## config.mk

```make
export PLATFORM = sky130hd
export DESIGN_NAME = decode_stage
export DESIGN_NICKNAME = d
export VERILOG_FILES = /design/src/rtl/isa_pkg.sv /design/src/rtl/decode_stage_instr_fields.sv /design/src/rtl/decode_stage.sv
export SDC_FILE = /design/constraint.sdc
export NUM_CORES = 1
export LEC_CHECK = 0
export CORE_ASPECT_RATIO = 1.75
export CORE_UTILIZATION = 60
export DETAILED_ROUTE_END_ITERATION = 8
export DONT_BUFFER_PORTS = 1
export PLACE_DENSITY = 0.76
export RECOVER_POWER = 25
export REMOVE_ABC_BUFFERS = 1
export SLEW_MARGIN = 20
export SYNTH_ARGS = -nofsm -noshare
export SYNTH_HDL_FRONTEND = slang
export SYNTH_SLANG_ARGS = --single-unit
```

## constraint.sdc

```tcl
create_clock -name clk -period 3.6 [get_ports clk]
set_input_delay 0.9 -clock clk [delete_from_list [all_inputs] [get_ports clk]]
set_output_delay 0.9 -clock clk [all_outputs]
set_load 0.02 [all_outputs]
```

## src/rtl/isa_pkg.sv

```systemverilog
// miniMips ISA encodings and the decoded control bundle.
// Shared by the decode stage and its field decoder.
package isa_pkg;

  typedef enum logic [2:0] {
    OP_STR    = 3'b000,
    OP_LDR    = 3'b001,
    OP_MOV    = 3'b010,
    OP_SHIFT  = 3'b011,
    OP_SADDTO = 3'b100,
    OP_BLT    = 3'b101,
    OP_XOR    = 3'b110,
    OP_AND    = 3'b111
  } opcode_t;

  typedef enum logic [2:0] {
    ALU_UADD   = 3'b000,
    ALU_AND    = 3'b001,
    ALU_XOR    = 3'b010,
    ALU_LSHIFT = 3'b011,
    ALU_RSHIFT = 3'b100,
    ALU_SADD   = 3'b101,
    ALU_LT     = 3'b110,
    ALU_SET    = 3'b111
  } alu_op_t;

  typedef struct packed {
    logic    write_en;
    logic    mem_write;
    logic    mem_read;
    logic    use_alu_bypass;
    logic    alu_src;
    alu_op_t alu_op;
  } ctrl_t;

  localparam int CNT_W = 4;
  localparam ctrl_t CTRL_NOP = '0;

endpackage

```

## src/rtl/decode_stage_instr_fields.sv

```systemverilog
// Combinational field decoder: raw instr to control
// bundle, addresses, immediate and source registers.
import isa_pkg::*;

module instr_fields #(
  parameter  int REG_AW  = 2,
  parameter  int IMM_W   = 8,
  localparam int INSTR_W = 3 + 3 * REG_AW
) (
  input  logic [INSTR_W-1:0] i_instr,
  output ctrl_t              o_ctrl,
  output logic [REG_AW-1:0]  o_ar1,
  output logic [REG_AW-1:0]  o_ar2,
  output logic [REG_AW-1:0]  o_ar3,
  output logic [IMM_W-1:0]   o_imm,
  output logic [REG_AW-1:0]  o_src0,
  output logic [REG_AW-1:0]  o_src1,
  output logic [1:0]         o_src_v,
  output logic               o_is_ldr,
  output logic               o_uadd
);

  localparam int FW = 2 * REG_AW;

  opcode_t           w_opc;
  logic [REG_AW-1:0] w_f3;
  logic [REG_AW-1:0] w_f1;
  logic [REG_AW-1:0] w_f0;
  logic [FW-1:0]     w_fld;
  logic [FW-1:0]     w_neg;

  assign w_opc = opcode_t'(i_instr[INSTR_W-1 -: 3]);
  assign w_f3  = i_instr[3*REG_AW-1 -: REG_AW];
  assign w_f1  = i_instr[2*REG_AW-1 -: REG_AW];
  assign w_f0  = i_instr[REG_AW-1:0];
  assign w_fld = {w_f1, w_f0};
  assign w_neg = -w_fld;

  assign o_is_ldr = (w_opc == OP_LDR);
  assign o_uadd   = (w_opc == OP_SADDTO)
                  & w_f3[REG_AW-1];

  // Per-opcode decode; unused fields stay zero.
  always_comb begin
    o_ctrl  = CTRL_NOP;
    o_ar1   = '0;
    o_ar2   = '0;
    o_ar3   = '0;
    o_imm   = '0;
    o_src0  = w_f1;
    o_src1  = w_f0;
    o_src_v = 2'b00;
    unique case (w_opc)
      OP_STR, OP_LDR: begin
        o_ar1          = w_f1;
        o_ar3          = w_f3;
        o_imm          = IMM_W'(w_f0);
        o_ctrl.alu_op  = ALU_UADD;
        o_ctrl.alu_src = 1'b1;
        if (w_opc == OP_STR) begin
          o_ctrl.mem_write = 1'b1;
          o_src1           = w_f3;
          o_src_v          = 2'b11;
        end else begin
          o_ctrl.mem_read = 1'b1;
          o_ctrl.write_en = 1'b1;
          o_src_v         = 2'b01;
        end
      end
      OP_MOV: begin
        o_ar3                 = w_f3;
        o_imm                 = IMM_W'(w_fld);
        o_ctrl.alu_op         = ALU_SET;
        o_ctrl.alu_src        = 1'b1;
        o_ctrl.use_alu_bypass = 1'b1;
        o_ctrl.write_en       = 1'b1;
      end
      OP_SHIFT: begin
        o_ar3                 = w_f3;
        o_ctrl.alu_src        = 1'b1;
        o_ctrl.use_alu_bypass = 1'b1;
        o_ctrl.write_en       = 1'b1;
        if (w_fld[FW-1]) begin
          o_ctrl.alu_op = ALU_RSHIFT;
          o_imm         = IMM_W'(w_neg);
        end else begin
          o_ctrl.alu_op = ALU_LSHIFT;
          o_imm         = IMM_W'(w_fld);
        end
      end
      OP_SADDTO: begin
        o_ar1                 = w_f1;
        o_ar2                 = w_f0;
        o_ar3                 = w_f1;
        o_ctrl.write_en       = 1'b1;
        o_ctrl.use_alu_bypass = 1'b1;
        o_ctrl.alu_op         = w_f3[REG_AW-1]
                              ? ALU_UADD : ALU_SADD;
        o_src_v               = 2'b11;
      end
      OP_BLT: begin
        o_ar1         = w_f1;
        o_ar2         = w_f0;
        o_ar3         = w_f3;
        o_ctrl.alu_op = ALU_LT;
        o_src_v       = 2'b11;
      end
      OP_XOR, OP_AND: begin
        o_ar1                 = w_f1;
        o_ar2                 = w_f0;
        o_ar3                 = w_f3;
        o_ctrl.write_en       = 1'b1;
        o_ctrl.use_alu_bypass = 1'b1;
        o_ctrl.alu_op         = (w_opc == OP_XOR)
                              ? ALU_XOR : ALU_AND;
        o_src_v               = 2'b11;
      end
    endcase
  end

endmodule

```

## src/rtl/decode_stage.sv

```systemverilog
// Registered decode stage: handshake, load-use
// scoreboard, carry-chain flag and flush.
import isa_pkg::*;

module decode_stage #(
  parameter  int REG_AW   = 2,
  parameter  int IMM_W    = 8,
  parameter  int LOAD_LAT = 2,
  localparam int INSTR_W  = 3 + 3 * REG_AW
) (
  input  logic               clk,
  input  logic               rst_n,
  input  logic               flush,
  input  logic               in_valid,
  output logic               in_ready,
  input  logic [INSTR_W-1:0] instr,
  output logic               out_valid,
  input  logic               out_ready,
  output logic [REG_AW-1:0]  ar1,
  output logic [REG_AW-1:0]  ar2,
  output logic [REG_AW-1:0]  ar3,
  output logic               write_en,
  output logic               mem_write,
  output logic               mem_read,
  output logic               use_alu_bypass,
  output logic               alu_src,
  output logic               car,
  output logic [IMM_W-1:0]   imm,
  output logic [2:0]         alu_op
);

  localparam int NREG = 1 << REG_AW;

  ctrl_t             w_ctrl;
  logic [REG_AW-1:0] w_ar1;
  logic [REG_AW-1:0] w_ar2;
  logic [REG_AW-1:0] w_ar3;
  logic [IMM_W-1:0]  w_imm;
  logic [REG_AW-1:0] w_src0;
  logic [REG_AW-1:0] w_src1;
  logic [1:0]        w_src_v;
  logic              w_is_ldr;
  logic              w_uadd;
  logic              w_hazard;
  logic              w_acc;

  logic [CNT_W-1:0]  r_cnt [NREG];
  ctrl_t             r_ctrl;
  logic [REG_AW-1:0] r_ar1;
  logic [REG_AW-1:0] r_ar2;
  logic [REG_AW-1:0] r_ar3;
  logic [IMM_W-1:0]  r_imm;
  logic              r_car;
  logic              r_chain;
  logic              r_out_valid;

  instr_fields #(
    .REG_AW (REG_AW),
    .IMM_W  (IMM_W)
  ) u_fields (
    .i_instr  (instr),
    .o_ctrl   (w_ctrl),
    .o_ar1    (w_ar1),
    .o_ar2    (w_ar2),
    .o_ar3    (w_ar3),
    .o_imm    (w_imm),
    .o_src0   (w_src0),
    .o_src1   (w_src1),
    .o_src_v  (w_src_v),
    .o_is_ldr (w_is_ldr),
    .o_uadd   (w_uadd)
  );

  assign w_hazard = in_valid & (
      (w_src_v[0] & (r_cnt[w_src0] != '0))
    | (w_src_v[1] & (r_cnt[w_src1] != '0)));

  assign in_ready = !flush & !w_hazard
                  & (!r_out_valid | out_ready);
  assign w_acc    = in_valid & in_ready;

  // Busy counters: a new load overrides the decrement.
  always_ff @(posedge clk or negedge rst_n) begin
    if (!rst_n) begin
      for (int i = 0; i < NREG; i++)
        r_cnt[i] <= '0;
    end else begin
      for (int i = 0; i < NREG; i++) begin
        if (w_acc && w_is_ldr
            && w_ar3 == REG_AW'(i))
          r_cnt[i] <= CNT_W'(LOAD_LAT);
        else if (r_cnt[i] != '0)
          r_cnt[i] <= r_cnt[i] - CNT_W'(1);
      end
    end
  end

  // Output register and carry-chain flag.
  always_ff @(posedge clk or negedge rst_n) begin
    if (!rst_n) begin
      r_out_valid <= 1'b0;
      r_chain     <= 1'b0;
      r_car       <= 1'b0;
      r_ctrl      <= CTRL_NOP;
      r_ar1       <= '0;
      r_ar2       <= '0;
      r_ar3       <= '0;
      r_imm       <= '0;
    end else if (flush) begin
      r_out_valid <= 1'b0;
      r_chain     <= 1'b0;
    end else if (w_acc) begin
      r_out_valid <= 1'b1;
      r_chain     <= w_uadd;
      r_car       <= w_uadd & r_chain;
      r_ctrl      <= w_ctrl;
      r_ar1       <= w_ar1;
      r_ar2       <= w_ar2;
      r_ar3       <= w_ar3;
      r_imm       <= w_imm;
    end else if (out_ready) begin
      r_out_valid <= 1'b0;
    end
  end

  assign out_valid      = r_out_valid;
  assign ar1            = r_ar1;
  assign ar2            = r_ar2;
  assign ar3            = r_ar3;
  assign imm            = r_imm;
  assign car            = r_car;
  assign write_en       = r_ctrl.write_en;
  assign mem_write      = r_ctrl.mem_write;
  assign mem_read       = r_ctrl.mem_read;
  assign use_alu_bypass = r_ctrl.use_alu_bypass;
  assign alu_src        = r_ctrl.alu_src;
  assign alu_op         = r_ctrl.alu_op;

endmodule

```

==> key figures <==
Timing
  • Max-slew headroom: 0.4318
  • Final hold viol count: 0
  • Fin Setup TNS: 0 ns
  • Peak Freq: 0.3016 GHz
  • Fin. max-slew vios: 0
  • Final Skew: between 0.008 and 0.009 ns
  • Hold WS: 0.2873 ns
  • Tcrit/Tclk final: 0.9210
  • Measured slew at the worst slew-check pin: 0.8505 ns
  • Final setup viols: 0
  • Unrepaired setup endpoints after global routing: false
  • Fin crit period: 3.316 ns

Yosys
  • Synth Instances: 230
  • Most used flip-flop cell after synthesis: dfrtp_1
  • Synth async-reset ratio: 1.000
  • Post-synth EDFFs: 0
  • Yosys reg bits: 37
  • Syn Area/Cell: ~9.5 sq um
  • Yosys top cell by area: dfrtp_1
  • Sequential cell area fraction in the yosys report: 0.4231
  • Area contributors post-synth: dfrtp_1 42%, o21ai_0 7.3%, ha_1 5.1%
  • Yosys warns: 0
  • Share of the synthesized area in the top cell type: 0.4231
  • Synth cell types: 47
  • Cell Area, Synth: 0.002188 sq mm

Critical path
  • Crit end category: output port
  • Worst path required time: 2.70 ns
  • Worst EP arrival: 2.42 ns
  • Critical Path Start Type: input port
  • Crit path max fanout: 22
  • Worst setup path category: input port to output port

Route
  • Routed len/inst: 18.87 um
  • Post-route DRC: 0
  • Mean number of vias per cell: 6.440
  • WL final: 5.189 mm
  • DRT iter0 DRCs: 65
  • DRT antenna net count: 0
  • Via count: 1771
  • Drt pass-1 iters: 4

Placement
  • Port bufs: 0
  • Routability-driven placement congestion ratio: 0.8683
  • HPWL after detailed placement: roughly 3.7 mm
  • Placed Area: 0.002188 sq mm
  • Placed Instances: approximately 270

Die
  • Initial core utilization: 0.6374
  • Die area: just under 0.004 sq mm
  • Ports: 39
  • Core Region: between 0.003 and 0.004 sq mm
  • Cell Rows: 28
  • Die width: 47.65 um
  • Die H: 81.89 um

GRT
  • Vias in the first global route: ~1800
  • Total global-route track usage: 0.2997
  • Largest net degree at the start of global routing: 38
  • Initial antenna violation count: 0
  • Grt total ovfl: 0
  • First-pass GRT wire length: around 8.1 mm

Clocking
  • Post-CTS Setup Bufs: 0
  • CTS Hold Bufs: 0
  • CTS Root Cell: clkbuf_8
  • Reg clk slew, reported paths: roughly 0.080 ns
  • CTS sink count: 37
  • Cts bufs inserted: 5
  • Later-pin clock latency in the skew report: roughly 0.30 ns
  • PostCTS Resize Cnt: 0
  • Htree depth: 2
  • CTS tree: done
  • Clk buf depth: 2

Power and ir drop
  • Leakage: 0.0009872 uW
  • Worst vdd rail ir drop: ~0.5 mV
  • Cell Pwr Density: 781.1 mW/mm^2

Cells and area
  • Final non-filler cell total: 275
  • Nets@finish: 252
  • P&R area growth vs syn: 3.945%
  • Multi-input gate area: roughly 0.0011 sq mm
  • Layout fillers: 300
  • Ant diodes: 0
  • Register area: roughly 900 sq um
  • Final instance area: 0.002275 sq mm
  • Layout cells sized above 1: 0.1043

Outcome
  • Status: finished clean

Min path
  • Worst hold-check path type: input port to asynchronous set/reset pin

Flow run
  • Max Cap Viol: 0
sequential cells by signal, summed over array words and instances (netlist names):
| register | cells |
|---|---|
| r_cnt | 16 |
| imm | 4 |
| alu_op | 3 |
| ar1 | 2 |
| ar2 | 2 |
| ar3 | 2 |
| alu_src | 1 |
| car | 1 |
| mem_read | 1 |
| mem_write | 1 |
| out_valid | 1 |
| r_chain | 1 |
| use_alu_bypass | 1 |
| write_en | 1 |
stage by stage:
stage	worst slack [ns]	util	power, uW
after floorplan	0.3411	-	1317
after global placement	0.3919	0.6374	1421
after detailed placement	0.3155	0.6374	1489
after CTS	0.3072	0.6625	1780
after global routing	0.1809	0.6625	1906
final	0.2844	0.6625	1777
kinds of logic (layout without fill, tap and decap cells):
logic type                 after synthesis  in the layout  share of synthesized area
xor gates and xnor gates                 9              9                    0.03602
DFF                                     37             37                     0.4231
AOI/OAI and AO/OA                       79             79                     0.2270
other                                    1              4                   0.001714
buffers and inverters                   27             24                    0.06518
adders and majority gates                9              9                    0.05146
and+or+nand+nor                         58             58                     0.1418
muxes                                   10             10                    0.05374
metal layers:
metal | global-route usage | share of wire | up-vias
li1 | - | - | 826
met1 | 0.3213 | 0.37 | 863
met2 | 0.5137 | 0.54 | 65
met3 | 0.06813 | 0.058 | 17
met4 | 0.1667 | 0.035 | 0
met5 | 0 | 0 | -
critical path, stage by stage:
cell and delay [ns]:
or4b_4 0.53, a21boi_0 0.33, o22a_2 0.28, nand2_1 0.07, a21oi_1 0.15, buf_4 0.16
power breakdown:
part,switching (uW),internal (uW),leakage [uW]
registers,269,597,0.000461
logic,339,286,0.000482
clock network,152,133,0.0000439
total,760,1020,0.000987
cells in the final DEF (no fill, tap or decap), drive strengths merged, types with 2 or more instances in the layout:
master	netlist	final
xnor2	5	5
nor2	10	10
nand2b	4	4
nor4	5	5
nand3	2	2
dfrtp	37	37
and2	2	2
a31oi	15	15
or4b	2	2
a21boi	2	2
buf	9	4
nor2b	2	2
nor3b	2	2
mux2i	5	5
xor2	4	4
clkbuf	6	5
o31ai	6	6
o21ai	34	34
nand2	21	21
o41ai	2	2
o31a	3	3
mux2	5	5
ha	9	9
nand3b	2	2
a21oi	9	9
nor3	2	2
conb	1	4
inv	12	12
a32o	2	2
clkinv	0	2
area by class of cell:
type	instances	area share
clock inverter	3	0.007701
tap	45	0.02475
clock buffer	5	0.03025
inverter	12	0.01980
timing repair buffer	4	0.01320
sequential	37	0.4070
multi-input combinational	169	0.4972
worst paths after layout:
| path | from | endpoint | slack, ns | cells past startpoint |
|---|---|---|---|---|
| min in group clk | r_cnt[5] | r_cnt[5] | 0.56 | 2 |
| max | instr[8] | in_ready | 0.28 | 6 |
| max in group asynchronous | rst_n | r_cnt[2] | 3.22 | 0 |
| max reg2reg | r_cnt[12] | ar1[1] | 0.72 | 5 |
| min | rst_n | ar3[1] | 0.29 | 0 |
| min reg2reg | r_cnt[5] | r_cnt[5] | 0.56 | 2 |
synthesized netlist by cell type, drive strengths merged (3+ instances only):
library cell,instances
a31oi,15
a21oi,9
xnor2,5
nand2,21
xor2,4
ha,9
nand2b,4
buf,9
dfrtp,37
o21ai,34
nor2,10
inv,12
mux2i,5
o31ai,6
clkbuf,6
nor4,5
mux2,5
o31a,3
No activity file was read; power rests on OpenSTA's default activity.
